[config.mk]
export PLATFORM = sky130hd
export DESIGN_NAME = sdram_arbiter_flat
export DESIGN_NICKNAME = d
export VERILOG_FILES = /design/src/rtl/sdram_arbiter_pkg.sv /design/src/rtl/sdram_arbiter_if.sv /design/src/rtl/sdram_arbiter_aref.sv /design/src/rtl/sdram_arbiter.sv /design/src/flat_wrapper.sv
export SDC_FILE = /design/constraint.sdc
export NUM_CORES = 1
export LEC_CHECK = 0
export CAP_MARGIN = 5
export CORE_UTILIZATION = 45
export CTS_BUF_LIST = sky130_fd_sc_hd__clkbuf_4
export DETAILED_ROUTE_END_ITERATION = 6
export PLACE_DENSITY_LB_ADDON = 0.25
export SYNTH_ARGS = -nofsm -noshare
export SYNTH_HDL_FRONTEND = slang
export SYNTH_SLANG_ARGS = --single-unit
[constraint.sdc]
create_clock -name Clk -period 3.4 [get_ports Clk]
set_clock_uncertainty 0.15 [all_clocks]
set_input_delay 0.51 -clock Clk [delete_from_list [all_inputs] [get_ports Clk]]
set_output_delay 0.51 -clock Clk [all_outputs]
set_load 0.02 [all_outputs]
[src/rtl/sdram_arbiter_pkg.sv]
// Shared SDRAM constants for the arbiter slice: bus widths, command codes,
// refresh timing defaults and the arbiter state encoding.
package sdram_arbiter_pkg;

   localparam int ASIZE = 12;
   localparam int BSIZE = 2;

   // {Cs_n, Ras_n, Cas_n, We_n}
   localparam logic [3:0] CMD_NOP   = 4'b0111;
   localparam logic [3:0] CMD_PRE   = 4'b0010;
   localparam logic [3:0] CMD_AREF  = 4'b0001;
   localparam logic [3:0] CMD_ACT   = 4'b0011;
   localparam logic [3:0] CMD_WRITE = 4'b0100;
   localparam logic [3:0] CMD_READ  = 4'b0101;
   localparam logic [3:0] CMD_LMR   = 4'b0000;

   localparam int REF_PERIOD_DEF = 780;
   localparam int TRP_DEF        = 2;
   localparam int TRFC_DEF       = 7;

   typedef enum logic [2:0] {
      ST_INIT,
      ST_IDLE,
      ST_WRITE,
      ST_READ,
      ST_AREF
   } arb_state_e;

   function automatic int aref_len(input int trp, input int trfc);
      return 3 + trp + 2 * trfc;
   endfunction

endpackage

[src/rtl/sdram_arbiter_if.sv]
// Arbiter-facing bundle: init/write/read engine inputs and the shared SDRAM
// command bus. The arbiter takes the master view, the surroundings the slave view.
interface sdram_arbiter_if;
   import sdram_arbiter_pkg::*;

   logic             Init_done;
   logic [3:0]       Init_cmd;
   logic [ASIZE-1:0] Init_addr;
   logic             Wr_req;
   logic [3:0]       Wr_cmd;
   logic [ASIZE-1:0] Wr_addr;
   logic [BSIZE-1:0] Wr_ba;
   logic             Wr_done;
   logic             Rd_req;
   logic [3:0]       Rd_cmd;
   logic [ASIZE-1:0] Rd_addr;
   logic [BSIZE-1:0] Rd_ba;
   logic             Rd_done;
   logic             Wr_en;
   logic             Rd_en;
   logic             Aref_pend;
   logic             Aref_busy;
   logic [3:0]       Command;
   logic [ASIZE-1:0] Saddr;
   logic [BSIZE-1:0] Ba;

   modport master (
      input  Init_done, Init_cmd, Init_addr,
      input  Wr_req, Wr_cmd, Wr_addr, Wr_ba, Wr_done,
      input  Rd_req, Rd_cmd, Rd_addr, Rd_ba, Rd_done,
      output Wr_en, Rd_en, Aref_pend, Aref_busy, Command, Saddr, Ba
   );

   modport slave (
      output Init_done, Init_cmd, Init_addr,
      output Wr_req, Wr_cmd, Wr_addr, Wr_ba, Wr_done,
      output Rd_req, Rd_cmd, Rd_addr, Rd_ba, Rd_done,
      input  Wr_en, Rd_en, Aref_pend, Aref_busy, Command, Saddr, Ba
   );

endinterface

[src/rtl/sdram_arbiter_aref.sv]
// PRECHARGE-all / double AUTO REFRESH sequencer. A start pulse loads the
// PRECHARGE; outputs are registered and done marks the last cycle of the run.
module sdram_arbiter_aref
   import sdram_arbiter_pkg::*;
#(
   parameter int TRP  = TRP_DEF,
   parameter int TRFC = TRFC_DEF
) (
   input  logic             Clk,
   input  logic             Rst_n,
   input  logic             start,
   output logic [3:0]       cmd,
   output logic [ASIZE-1:0] saddr,
   output logic             busy,
   output logic             done
);

   localparam int LAST    = aref_len(TRP, TRFC) - 1;
   localparam int KW      = $clog2(LAST + 1);
   localparam int K_AREF1 = 1 + TRP;
   localparam int K_AREF2 = 2 + TRP + TRFC;

   typedef logic [KW-1:0] k_t;

   k_t               k_q, k_d;
   logic [3:0]       cmd_q, cmd_d;
   logic [ASIZE-1:0] addr_q, addr_d;
   logic             busy_q, busy_d;

   always_ff @(posedge Clk) begin
      if (!Rst_n) begin
         k_q    <= '0;
         cmd_q  <= CMD_NOP;
         addr_q <= '0;
         busy_q <= 1'b0;
      end else begin
         k_q    <= k_d;
         cmd_q  <= cmd_d;
         addr_q <= addr_d;
         busy_q <= busy_d;
      end
   end

   always_comb begin
      k_d    = k_q;
      cmd_d  = CMD_NOP;
      addr_d = '0;
      busy_d = busy_q;
      done   = busy_q && (k_q == k_t'(LAST));
      if (start) begin
         k_d        = '0;
         busy_d     = 1'b1;
         cmd_d      = CMD_PRE;
         addr_d[10] = 1'b1;   // A10 high: precharge all banks
      end else if (busy_q) begin
         if (done) begin
            k_d    = '0;
            busy_d = 1'b0;
         end else begin
            k_d = k_q + k_t'(1);
            if (k_d == k_t'(K_AREF1) || k_d == k_t'(K_AREF2)) cmd_d = CMD_AREF;
         end
      end
   end

   assign cmd   = cmd_q;
   assign saddr = addr_q;
   assign busy  = busy_q;

endmodule

[src/rtl/sdram_arbiter.sv]
// SDRAM bus arbiter: fixed priority refresh > write > read once init is done,
// with its own refresh interval timer and refresh command sequencer.
//
// state    | meaning
// ---------+-----------------------------------------------------------
// ST_INIT  | init block owns the bus, pass-through of Init_cmd/Init_addr
// ST_IDLE  | bus parked on NOP, picks next owner by priority
// ST_WRITE | write engine granted until Wr_done
// ST_READ  | read engine granted until Rd_done
// ST_AREF  | refresh sequencer drives PRECHARGE + 2x AUTO REFRESH
module sdram_arbiter
   import sdram_arbiter_pkg::*;
#(
   parameter int REF_PERIOD = REF_PERIOD_DEF,
   parameter int TRP        = TRP_DEF,
   parameter int TRFC       = TRFC_DEF
) (
   input  logic            Clk,
   input  logic            Rst_n,
   sdram_arbiter_if.master bus
);

   localparam int TW = $clog2(REF_PERIOD);
   typedef logic [TW-1:0] tmr_t;
   localparam tmr_t TMR_TOP = tmr_t'(REF_PERIOD - 1);

   arb_state_e       state_q, state_d;
   tmr_t             tmr_q, tmr_d;
   logic             pend_q, pend_d;
   logic             tmr_tc;
   logic             aref_start;
   logic             aref_done;
   logic             aref_busy;
   logic [3:0]       aref_cmd;
   logic [ASIZE-1:0] aref_addr;

   sdram_arbiter_aref #(.TRP(TRP), .TRFC(TRFC)) u_aref (
      .Clk   (Clk),
      .Rst_n (Rst_n),
      .start (aref_start),
      .cmd   (aref_cmd),
      .saddr (aref_addr),
      .busy  (aref_busy),
      .done  (aref_done)
   );

   always_ff @(posedge Clk) begin
      if (!Rst_n) begin
         state_q <= ST_INIT;
         tmr_q   <= TMR_TOP;
         pend_q  <= 1'b0;
      end else begin
         state_q <= state_d;
         tmr_q   <= tmr_d;
         pend_q  <= pend_d;
      end
   end

   // Down-counter: TMR_TOP is interval count 0, zero is the terminal count.
   always_comb begin
      tmr_tc = (state_q != ST_INIT) && (tmr_q == '0);
      tmr_d  = tmr_q;
      if (state_q != ST_INIT) tmr_d = tmr_tc ? TMR_TOP : tmr_q - tmr_t'(1);
      pend_d = pend_q | tmr_tc;
      if (aref_start) pend_d = 1'b0;
   end

   assign bus.Aref_pend = pend_q | tmr_tc;

   always_comb begin
      state_d    = state_q;
      aref_start = 1'b0;
      case (state_q)
         ST_INIT:  if (bus.Init_done) state_d = ST_IDLE;
         ST_IDLE: begin
            if (bus.Aref_pend) begin
               state_d    = ST_AREF;
               aref_start = 1'b1;
            end else if (bus.Wr_req) begin
               state_d = ST_WRITE;
            end else if (bus.Rd_req) begin
               state_d = ST_READ;
            end
         end
         ST_WRITE: if (bus.Wr_done) state_d = ST_IDLE;
         ST_READ:  if (bus.Rd_done) state_d = ST_IDLE;
         ST_AREF:  if (aref_done)   state_d = ST_IDLE;
         default:  state_d = ST_INIT;
      endcase
   end

   always_comb begin
      bus.Wr_en     = (state_q == ST_WRITE);
      bus.Rd_en     = (state_q == ST_READ);
      bus.Aref_busy = aref_busy;
      bus.Command   = CMD_NOP;
      bus.Saddr     = '0;
      bus.Ba        = '0;
      case (state_q)
         ST_INIT: begin
            bus.Command = bus.Init_cmd;
            bus.Saddr   = bus.Init_addr;
         end
         ST_WRITE: begin
            bus.Command = bus.Wr_cmd;
            bus.Saddr   = bus.Wr_addr;
            bus.Ba      = bus.Wr_ba;
         end
         ST_READ: begin
            bus.Command = bus.Rd_cmd;
            bus.Saddr   = bus.Rd_addr;
            bus.Ba      = bus.Rd_ba;
         end
         ST_AREF: begin
            bus.Command = aref_cmd;
            bus.Saddr   = aref_addr;
         end
         default: ;
      endcase
   end

endmodule

[src/flat_wrapper.sv]
// flat-port wrapper written by rule: the top's interface ports become plain ports
module sdram_arbiter_flat import sdram_arbiter_pkg::*;
#(
   parameter int REF_PERIOD = REF_PERIOD_DEF,
   parameter int TRP        = TRP_DEF,
   parameter int TRFC       = TRFC_DEF
)
  (Clk, Rst_n, bus_Init_done, bus_Init_cmd, bus_Init_addr, bus_Wr_req, bus_Wr_cmd, bus_Wr_addr, bus_Wr_ba, bus_Wr_done, bus_Rd_req, bus_Rd_cmd, bus_Rd_addr, bus_Rd_ba, bus_Rd_done, bus_Wr_en, bus_Rd_en, bus_Aref_pend, bus_Aref_busy, bus_Command, bus_Saddr, bus_Ba);
  sdram_arbiter_if bus_i ();
  input  logic Clk;
  input  logic Rst_n;
  input wire logic [$bits(bus_i.Init_done)-1:0] bus_Init_done;
  input wire logic [$bits(bus_i.Init_cmd)-1:0] bus_Init_cmd;
  input wire logic [$bits(bus_i.Init_addr)-1:0] bus_Init_addr;
  input wire logic [$bits(bus_i.Wr_req)-1:0] bus_Wr_req;
  input wire logic [$bits(bus_i.Wr_cmd)-1:0] bus_Wr_cmd;
  input wire logic [$bits(bus_i.Wr_addr)-1:0] bus_Wr_addr;
  input wire logic [$bits(bus_i.Wr_ba)-1:0] bus_Wr_ba;
  input wire logic [$bits(bus_i.Wr_done)-1:0] bus_Wr_done;
  input wire logic [$bits(bus_i.Rd_req)-1:0] bus_Rd_req;
  input wire logic [$bits(bus_i.Rd_cmd)-1:0] bus_Rd_cmd;
  input wire logic [$bits(bus_i.Rd_addr)-1:0] bus_Rd_addr;
  input wire logic [$bits(bus_i.Rd_ba)-1:0] bus_Rd_ba;
  input wire logic [$bits(bus_i.Rd_done)-1:0] bus_Rd_done;
  output wire logic [$bits(bus_i.Wr_en)-1:0] bus_Wr_en;
  output wire logic [$bits(bus_i.Rd_en)-1:0] bus_Rd_en;
  output wire logic [$bits(bus_i.Aref_pend)-1:0] bus_Aref_pend;
  output wire logic [$bits(bus_i.Aref_busy)-1:0] bus_Aref_busy;
  output wire logic [$bits(bus_i.Command)-1:0] bus_Command;
  output wire logic [$bits(bus_i.Saddr)-1:0] bus_Saddr;
  output wire logic [$bits(bus_i.Ba)-1:0] bus_Ba;
  assign bus_i.Init_done = bus_Init_done;
  assign bus_i.Init_cmd = bus_Init_cmd;
  assign bus_i.Init_addr = bus_Init_addr;
  assign bus_i.Wr_req = bus_Wr_req;
  assign bus_i.Wr_cmd = bus_Wr_cmd;
  assign bus_i.Wr_addr = bus_Wr_addr;
  assign bus_i.Wr_ba = bus_Wr_ba;
  assign bus_i.Wr_done = bus_Wr_done;
  assign bus_i.Rd_req = bus_Rd_req;
  assign bus_i.Rd_cmd = bus_Rd_cmd;
  assign bus_i.Rd_addr = bus_Rd_addr;
  assign bus_i.Rd_ba = bus_Rd_ba;
  assign bus_i.Rd_done = bus_Rd_done;
  assign bus_Wr_en = bus_i.Wr_en;
  assign bus_Rd_en = bus_i.Rd_en;
  assign bus_Aref_pend = bus_i.Aref_pend;
  assign bus_Aref_busy = bus_i.Aref_busy;
  assign bus_Command = bus_i.Command;
  assign bus_Saddr = bus_i.Saddr;
  assign bus_Ba = bus_i.Ba;
  sdram_arbiter #(.REF_PERIOD(REF_PERIOD), .TRP(TRP), .TRFC(TRFC)) u_core (.Clk(Clk), .Rst_n(Rst_n), .bus(bus_i));
endmodule
# Word level (Yosys, flattened, before mapping)
# Index checks and enable logic that the tools add are counted.
dict set report word_totals {
  output_inout_bits 22
  reg_bits 36
  input_bits 59
}
dict set report classes {
  eq_ne 12
  bitwise_logic 3
  n_mux 23
  n_addsub 2
  n_reduce_logical 9
}
# op count
set ops {}
lappend ops {{12-bit case mux with 4 select lines} 1}
lappend ops {{3-bit 2-to-1 mux} 11}
lappend ops {{4-bit case mux with 4 select lines} 1}
lappend ops {{3-bit case mux with 5 select lines} 1}
lappend ops {{10-bit zero test} 1}
lappend ops {{10-bit 2-to-1 mux} 1}
lappend ops {{10-bit by 1-bit subtractor with 10-bit output (second input constant)} 1}
lappend ops {{3-bit by 2-bit == test with 1-bit output (second input constant)} 2}
lappend ops {{1-bit 2-to-1 mux} 6}
lappend ops {{2-bit != test (second input constant)} 3}
lappend ops {{5-bit by 1-bit adder with 5-bit output (second input constant)} 1}
lappend ops {{5-bit by 2-bit == test with 1-bit output (second input constant)} 1}
lappend ops {{5-bit by 4-bit == test with 1-bit output (second input constant)} 1}
lappend ops {{5-bit == test (second input constant)} 1}
lappend ops {{5-bit 2-to-1 mux} 1}
lappend ops {{5-bit AND reduction} 1}
lappend ops {{4-bit != test (second input constant)} 1}
lappend ops {{2-bit case mux with 2 select lines} 1}
lappend ops {{4-bit OR reduction} 1}
lappend ops {{3-bit by 1-bit == test with 1-bit output (second input constant)} 1}
lappend ops {{3-bit == test (second input constant)} 1}
lappend ops {{3-bit zero test} 1}
lappend ops {{3-bit nonzero test} 1}
lappend ops {{1-bit logical AND} 2}
lappend ops {{5 further kinds} 6}

# Depth between registers and ports, before layout
# Gate-level depths: netlist (run 1).
dict set report logic_depth {
  ltp_word 7
  mapped_depth 7
  depth_no_buf 7
}

# Cells and area by module
# A second synthesis (run 1) with hierarchy kept.
dict set report unflattened {
  cells_unflattened 213
  area_unflattened_um2 1717.9
}
# mod seq_area_each_um2 instances cells_each area_per_inst_um2
set by_module_without_submodules {}
lappend by_module_without_submodules {sdram_arbiter 280.3 1 151 1166.1}
lappend by_module_without_submodules {sdram_arbiter_aref 200.2 1 62 551.8}

# Worst setup path after synthesis (run 1)
# Ideal clock, no wire load.
dict set report synth_path {
  kind {register to output}
  startpoint {reg u_core.state_q[2]}
  endpoint {out bus_Saddr[10]}
  path_stages_with_launch 5
  path_buffers 1
  t_required_ns 2.740
  path_slack_ns 1.187
  arrival_time_ns 1.553
  path_cell_list {dfxtp_1 -> buf_2 -> nor3_1 -> a22oi_1 -> nand2_1}
}
dict set report synth_between {
  elab_chain_cells 2
}
# item line
set synth_rtl {}
lappend synth_rtl {{from (decl)} sdram_arbiter.sv:27} ;# arb_state_e state_q, state_d;
lappend synth_rtl {{from (signal assigned)} sdram_arbiter.sv:53} ;# state_q <= state_d;
lappend synth_rtl {{3-bit by 2-bit == test with 1-bit output} -}
lappend synth_rtl {{named net bus_Wr_en} flat_wrapper.sv:25} ;# output wire logic [$bits(bus_i.Wr_en)-1:0] bus_Wr_en;
lappend synth_rtl {{12-bit case mux with 4 select lines} sdram_arbiter.sv:99} ;# case (state_q)
lappend synth_rtl {{to (decl)} flat_wrapper.sv:30} ;# output wire logic [$bits(bus_i.Saddr)-1:0] bus_Saddr;
# The timed path passes the listed nets, and every way through them passes these cells.

# Final worst setup path (run 1)
dict set report layout_path {
  startpoint {reg u_core.state_q[1]}
  endpoint {out bus_Command[0]}
}
dict set report layout_between {
  elab_chain_cells 2
}
# item line
set layout_rtl {}
lappend layout_rtl {{3-bit == test (tied with other cells)} sdram_arbiter.sv:99}
lappend layout_rtl {{4-bit case mux with 4 select lines *} sdram_arbiter.sv:99}
lappend layout_rtl {{to (decl)} flat_wrapper.sv:29} ;# output wire logic [$bits(bus_i.Command)-1:0] bus_Command;
# Every way passes the cells marked *; elsewhere a longest branch is shown, timed or not.

==> run metrics, run 1 <==
part of the Yosys area used for sequential elements 0.296; Worst Path Required 2.74 ns; Pre-antenna DRT Iters 4; average cell area after synthesis 7.70 um2; Post-DP HPWL about 3400 um; vias in the first global route approximately 1600; die height between 60 and 70 um; combinational share of power 0.442; RSZ-0062 raised after global routing false; kind of start point of the critical path register; initial antenna violation count 0; die area 3850 um2; Cell Int Power slightly above 0.0005 W; Seq pwr share 0.400; Finished Core Util 0.726; RR Startpoint u_core.state_q[1]; final worst path period share 0.901; Reg-to-Reg End u_core.state_q[1]; die width roughly 62 um; Final ANT Viol Nets 0; # H-tree levels 1; Hold Crit Start u_core.tmr_q[9]; clock slew at reported path FFs between 0.1 and 0.15 ns; clock sink count 24; Slew headroom 0.630; post-DR wirelength/cell 12.8 um; mapped cell area ~1600 um2; Pleak around 0.94 nW; Residual DRC 0; commonest non-fill, non-tap cell in the layout clkdlybuf4s50_1; # IOs between 80 and 90; grt ovf 0; Slowest-stage cell, CP dfxtp_1; area grow syn2layout 51.6%; clk_lat worst skew 0.31 ns; I/O Buffers 80; via-per-instance ratio roughly 5.2; post-synthesis register bit count 24; initial drt markers 66; CTS Buf Count 3; Post-CTS Setup Bufs 0; via count around 1700; maxcap violations 0; Filler cells 260; most frequent cells in the layout clkdlybuf4s50_1 (80), nor2_1 (44), dfxtp_1 (24); setup_tns 0 ns; Top FF cell, synth dfxtp_1; Switching Fraction 0.324; post-layout min period roughly 3 ns; clock buffer depth 2; Setup violations, final 0; pins over their slew limit 0; Hold Path Depth 2; Cell Chain, Critical Path buf_4 -> mux2_2 -> o22ai_1 -> a21oi_1 -> clkdlybuf4s50_1; first-pass GRT wire length 6330 um; Crit Path Max Fanout 18; Cells after Synth around 210; Initial Util 0.479; Worst EP arrival ~2.4 ns; Clk pwr share 0.158; share of layout cells above drive strength 1 0.0737; Final Hold Viols 0; diodes inserted 0; fraction of registers with async set/reset 0; clock root cell clkbuf_4; core area between 3000 and 4000 um2; Final Power 0.000757 W; Hold Crit Class reg -> reg; Synthesized Nets approximately 270; switching power total 0.000245 W; CP Capture Type primary output; Layout Nets 350; Synth cell types between 40 and 50; post-cts sizing count 0; worst-margin pin slew 0.550 ns; Yosys warning count 0; outcome finished clean; Total GRT Usage 0.221; r2r setup slk 1.25 ns; Post-Route WL about 4300 um; max incr delay on CP 0.60 ns; worst hold endpoint u_core.tmr_q[9]; WS Path Type reg -> out; cell row count 21; R2R cell count 6; PD cells between 300 and 400 nW/um2; worst vdd ir roughly 0.26 mV; Post-CTS Hold Fix Bufs 0; gp weighted congestion approximately 0.84; CTS tree built; largest net degree at the start of global routing 19; Post-synth EDFFs 0; Peak Freq ~330 MHz
## logic make-up after synthesis
kind of cell	after synthesis	share of synthesized area
AO/OA/AOI/OAI	43	0.169
XOR/XNOR	7	0.0378
adder cells (fa/ha/maj)	4	0.0308
buffers and inverters	20	0.0593
flip-flops	24	0.296
multiplexers	19	0.119
AND/OR/NAND/NOR	94	0.288
## critical path: cells and delay by family, from the launching register on
kind,cells,cell delay (ns)
buffers and inverters,2,0.89
DFF,1,0.60
muxes,1,0.37
AOI/OAI and AO/OA,2,0.22
## cell usage after synthesis, types with 2 or more instances
cell type	n	area [um2]
or3_1	2	12.5
a21oi_1	20	100
nor2_2	2	12.5
buf_6	2	22.5
inv_1	7	26.3
buf_2	4	20.0
o21a_1	2	15.0
dfxtp_1	24	480
nand2_1	17	63.8
o22a_1	2	17.5
mux2_2	3	33.8
mux2i_1	16	160
nor3_1	7	35.0
and2_1	2	12.5
nand3_1	6	30.0
a22o_1	2	17.5
nand4_1	3	18.8
clkbuf_1	5	18.8
o22ai_1	2	12.5
o21ai_0	5	25.0
ha_1	4	50.1
xnor2_1	3	26.3
xor2_1	4	35.0
nor2_1	44	165
## layer usage
| layer | part of all wire | vias to the layer above | track usage |
|---|---|---|---|
| met1 | 0.44 | 793 | 0.277 |
| li1 | - | 884 | - |
| met4 | 0.015 | 0 | 0.0413 |
| met2 | 0.51 | 40 | 0.380 |
| met5 | 0 | - | 0 |
| met3 | 0.039 | 6 | 0.0621 |
## area by class of cell
| cell class | count | area, um2 | share of cell area |
|---|---|---|---|
| multi-input combinational | 167 | 1050 | 0.425 |
| timing repair buffer | 83 | 823 | 0.334 |
| sequential | 24 | 480 | 0.195 |
| tap | 46 | 57.6 | 0.0234 |
| inverter | 8 | 31.3 | 0.0127 |
| clock buffer | 3 | 22.5 | 0.00915 |
## stage by stage
step                hold WS (ns)  std cells  setup WS [ns]  cell area, um2
global placement           0.338        328          0.750            2440
finish                     0.374        331          0.337            2460
detailed placement         0.357        328          0.695            2440
CTS                        0.374        331          0.330            2460
global route               0.432        331          0.194            2460
floorplan                  0.322        211           1.19            1620
## how the worst max path moves through the flow
| stage | from | end | slack, ns | depth (start not counted) |
|---|---|---|---|---|
| 2_1_floorplan | u_core.state_q[2] | bus_Saddr[10] | 1.19 | 4 |
| 3_3_place_gp | u_core.state_q[1] | bus_Command[0] | 0.75 | 5 |
| 3_5_place_dp | u_core.state_q[1] | bus_Command[0] | 0.69 | 5 |
| 4_1_cts | u_core.state_q[1] | bus_Command[0] | 0.33 | 5 |
| 5_1_grt | u_core.state_q[1] | bus_Saddr[10] | 0.19 | 5 |
| 6_report | u_core.state_q[1] | bus_Command[0] | 0.34 | 5 |
## state kept, by name (all words and copies together), names as in the netlist
name	cells
u_core.tmr_q	10
u_core.u_aref.k_q	5
u_core.state_q	3
u_core.u_aref.cmd	3
u_core.pend_q	1
u_core.u_aref.busy	1
u_core.u_aref.saddr	1
## power by group through the flow
stage          Clock [W]  Sequential (W)  Combinational (W)
6_report        0.000120        0.000303           0.000334
5_1_grt         0.000132        0.000305           0.000364
4_1_cts         0.000124        0.000302           0.000336
3_5_place_dp           0        0.000309           0.000335
3_3_place_gp           0        0.000308           0.000332
2_1_floorplan          0        0.000299           0.000189
(Power assumes the default switching activity.)
==> run 2, diff against run 1 <==
Settings changed: CORE_ASPECT_RATIO set to 0.7.
==> run 2 against run 1 <==
Net effect: critical path type unchanged; non-clock buffer count up 1; largest cell class unchanged; sequential share of layout area down 0.30 points; critical path depth down 1; count of clock-buffer cells in the layout unchanged; combinational power up 2%; clock power up 72%; first-iteration DRC count up 17%.
==> run metrics, run 2 (same netlist as run 1, synthesis figures left out) <==
Setup violations, final 0 (unchanged); CTS Buf Count 3 (unchanged); worst-margin pin slew 0.453 ns (was 0.550 ns); Hold Crit Start u_core.tmr_q[1] (was u_core.tmr_q[9]); initial antenna violation count 0 (unchanged); vias in the first global route 1585 (was 1569); worst vdd ir 0.285 mV (was 0.261 mV); Post-CTS Setup Bufs 0 (unchanged); post-cts sizing count 0 (unchanged); pins over their slew limit 0 (unchanged); R2R cell count 6 (unchanged); maxcap violations 0 (unchanged); # H-tree levels 1 (unchanged); post-layout min period 3.05 ns (was 3.06 ns); CTS tree built (unchanged); Hold Path Depth 2 (unchanged); Crit Path Max Fanout 13 (was 18); Total GRT Usage 0.236 (was 0.221); setup_tns 0 ns (unchanged); first-pass GRT wire length 7060 um (was 6330 um); post-DR wirelength/cell 13.0 um (was 12.8 um); kind of start point of the critical path register (unchanged); DP Cell Count 330 (was 328); dpl ws 0.741 ns (was 0.695 ns); Worst EP arrival 2.39 ns (was 2.40 ns); core area 3300 um2 (was 3390 um2); die width 73.8 um (was 62.1 um); clock root cell clkbuf_4 (unchanged); clk_lat worst skew 0.32 ns (was 0.31 ns); cell row count 17 (was 21); Hold Crit Class reg -> reg (unchanged); initial drt markers 77 (was 66); Post-DP HPWL 3520 um (was 3430 um); outcome finished clean (unchanged); share of layout cells above drive strength 1 0.0801 (was 0.0737); die area 3860 um2 (was 3850 um2); die height 52.3 um (was 62.1 um); via count 1691 (was 1723); Post-Layout Cell Count 334 (was 331); final setup margin 0.353 ns (was 0.337 ns); clock slew at reported path FFs 0.13 ns (was 0.12 ns); I/O Buffers 80 (unchanged); # IOs 81 (unchanged); Peak Freq 328 MHz (was 326 MHz); r2r setup slk 1.16 ns (was 1.25 ns); multi-input logic area 1050 um2 (unchanged); area grow syn2layout 54.0% (was 51.6%); worst hold endpoint u_core.tmr_q[1] (was u_core.tmr_q[9]); clock buffer depth 2 (unchanged); Slew headroom 0.695 (was 0.630); CP Capture Type primary output (unchanged); Largest register FFs 10 (unchanged); Pre-antenna DRT Iters 4 (unchanged); most frequent cells in the layout clkdlybuf4s50_1 (80), nor2_1 (44), dfxtp_1 (24) (unchanged); WS Path Type reg -> out (unchanged); Regs by FF count u_core.tmr_q: 10 flops, u_core.u_aref.k_q: 5 flops (unchanged); grt ovf 0 (unchanged); Post-CTS Hold Fix Bufs 0 (unchanged); Residual DRC 0 (unchanged); PD cells 339 nW/um2 (was 307 nW/um2); Initial Util 0.493 (was 0.479); diodes inserted 0 (unchanged); RR Startpoint u_core.state_q[2] (was u_core.state_q[1]); Final Hold Viols 0 (unchanged); Filler cells 256 (was 260); largest net degree at the start of global routing 21 (was 19); gp weighted congestion 0.834 (was 0.836); RSZ-0062 raised after global routing false (unchanged); Worst Path Required 2.74 ns (about the same); via-per-instance ratio 5.06 (was 5.21); Reg with most FFs u_core.tmr_q (unchanged); Reg-to-Reg End u_core.state_q[1] (unchanged); Seq. cell area 480 um2 (unchanged); final worst path period share 0.896 (was 0.901); Post-Route WL 4350 um (was 4250 um); Layout Nets 351 (was 350); commonest non-fill, non-tap cell in the layout clkdlybuf4s50_1 (unchanged); Pleak 0.963 nW (was 0.944 nW); Final ANT Viol Nets 0 (unchanged); clock sink count 24 (unchanged)
run 2: per-stage QoR:
stage          utilization  total power (W)  hold WS (ns)  area, um2
2_1_floorplan            -         0.000488         0.322       1620
3_3_place_gp         0.743         0.000642         0.343       2450
3_5_place_dp         0.743         0.000647         0.363       2450
4_1_cts              0.759         0.000855         0.396       2500
5_1_grt              0.759         0.000897         0.419       2500
6_report             0.759         0.000848         0.390       2500
run 2: how the worst max path moves through the flow:
stage | start | cells past startpoint | end
2_1_floorplan | u_core.state_q[2] | 4 | bus_Saddr[10]
3_3_place_gp | bus_Init_cmd[0] | 5 | bus_Command[0]
3_5_place_dp | bus_Init_cmd[0] | 5 | bus_Command[0]
4_1_cts | u_core.state_q[2] | 4 | bus_Command[2]
5_1_grt | u_core.state_q[1] | 5 | bus_Command[3]
6_report | u_core.state_q[2] | 4 | bus_Command[1]
run 2: area by class of cell:
type,instances,area share
repair buffers,84,0.332
clock inverters,1,0.0120
flip-flops and latches,24,0.192
inverters,8,0.0125
multi-input cells,167,0.419
clock buffers,3,0.00900
well taps,47,0.0235
run 2: worst max-delay path, stage by stage, from the launching register on:
cell and delay [ns]:
dfxtp_1 0.60, buf_4 0.27, or3b_1 0.43, o22a_1 0.23, clkdlybuf4s50_1 0.53
run 2: power breakdown:
group	leakage [nW]	internal (W)	switching [W]
clock network	0.0279	0.000119	0.0000874
registers	0.194	0.000289	0.0000106
logic	0.741	0.000183	0.000159
run 2: routing by layer:
layer	global-route usage	vias to the layer above	routed length (um)
met5	0	-	0
met4	0.0256	0	15
met3	0.0615	2	263
met2	0.408	49	2050
met1	0.303	754	2020
li1	-	886	-
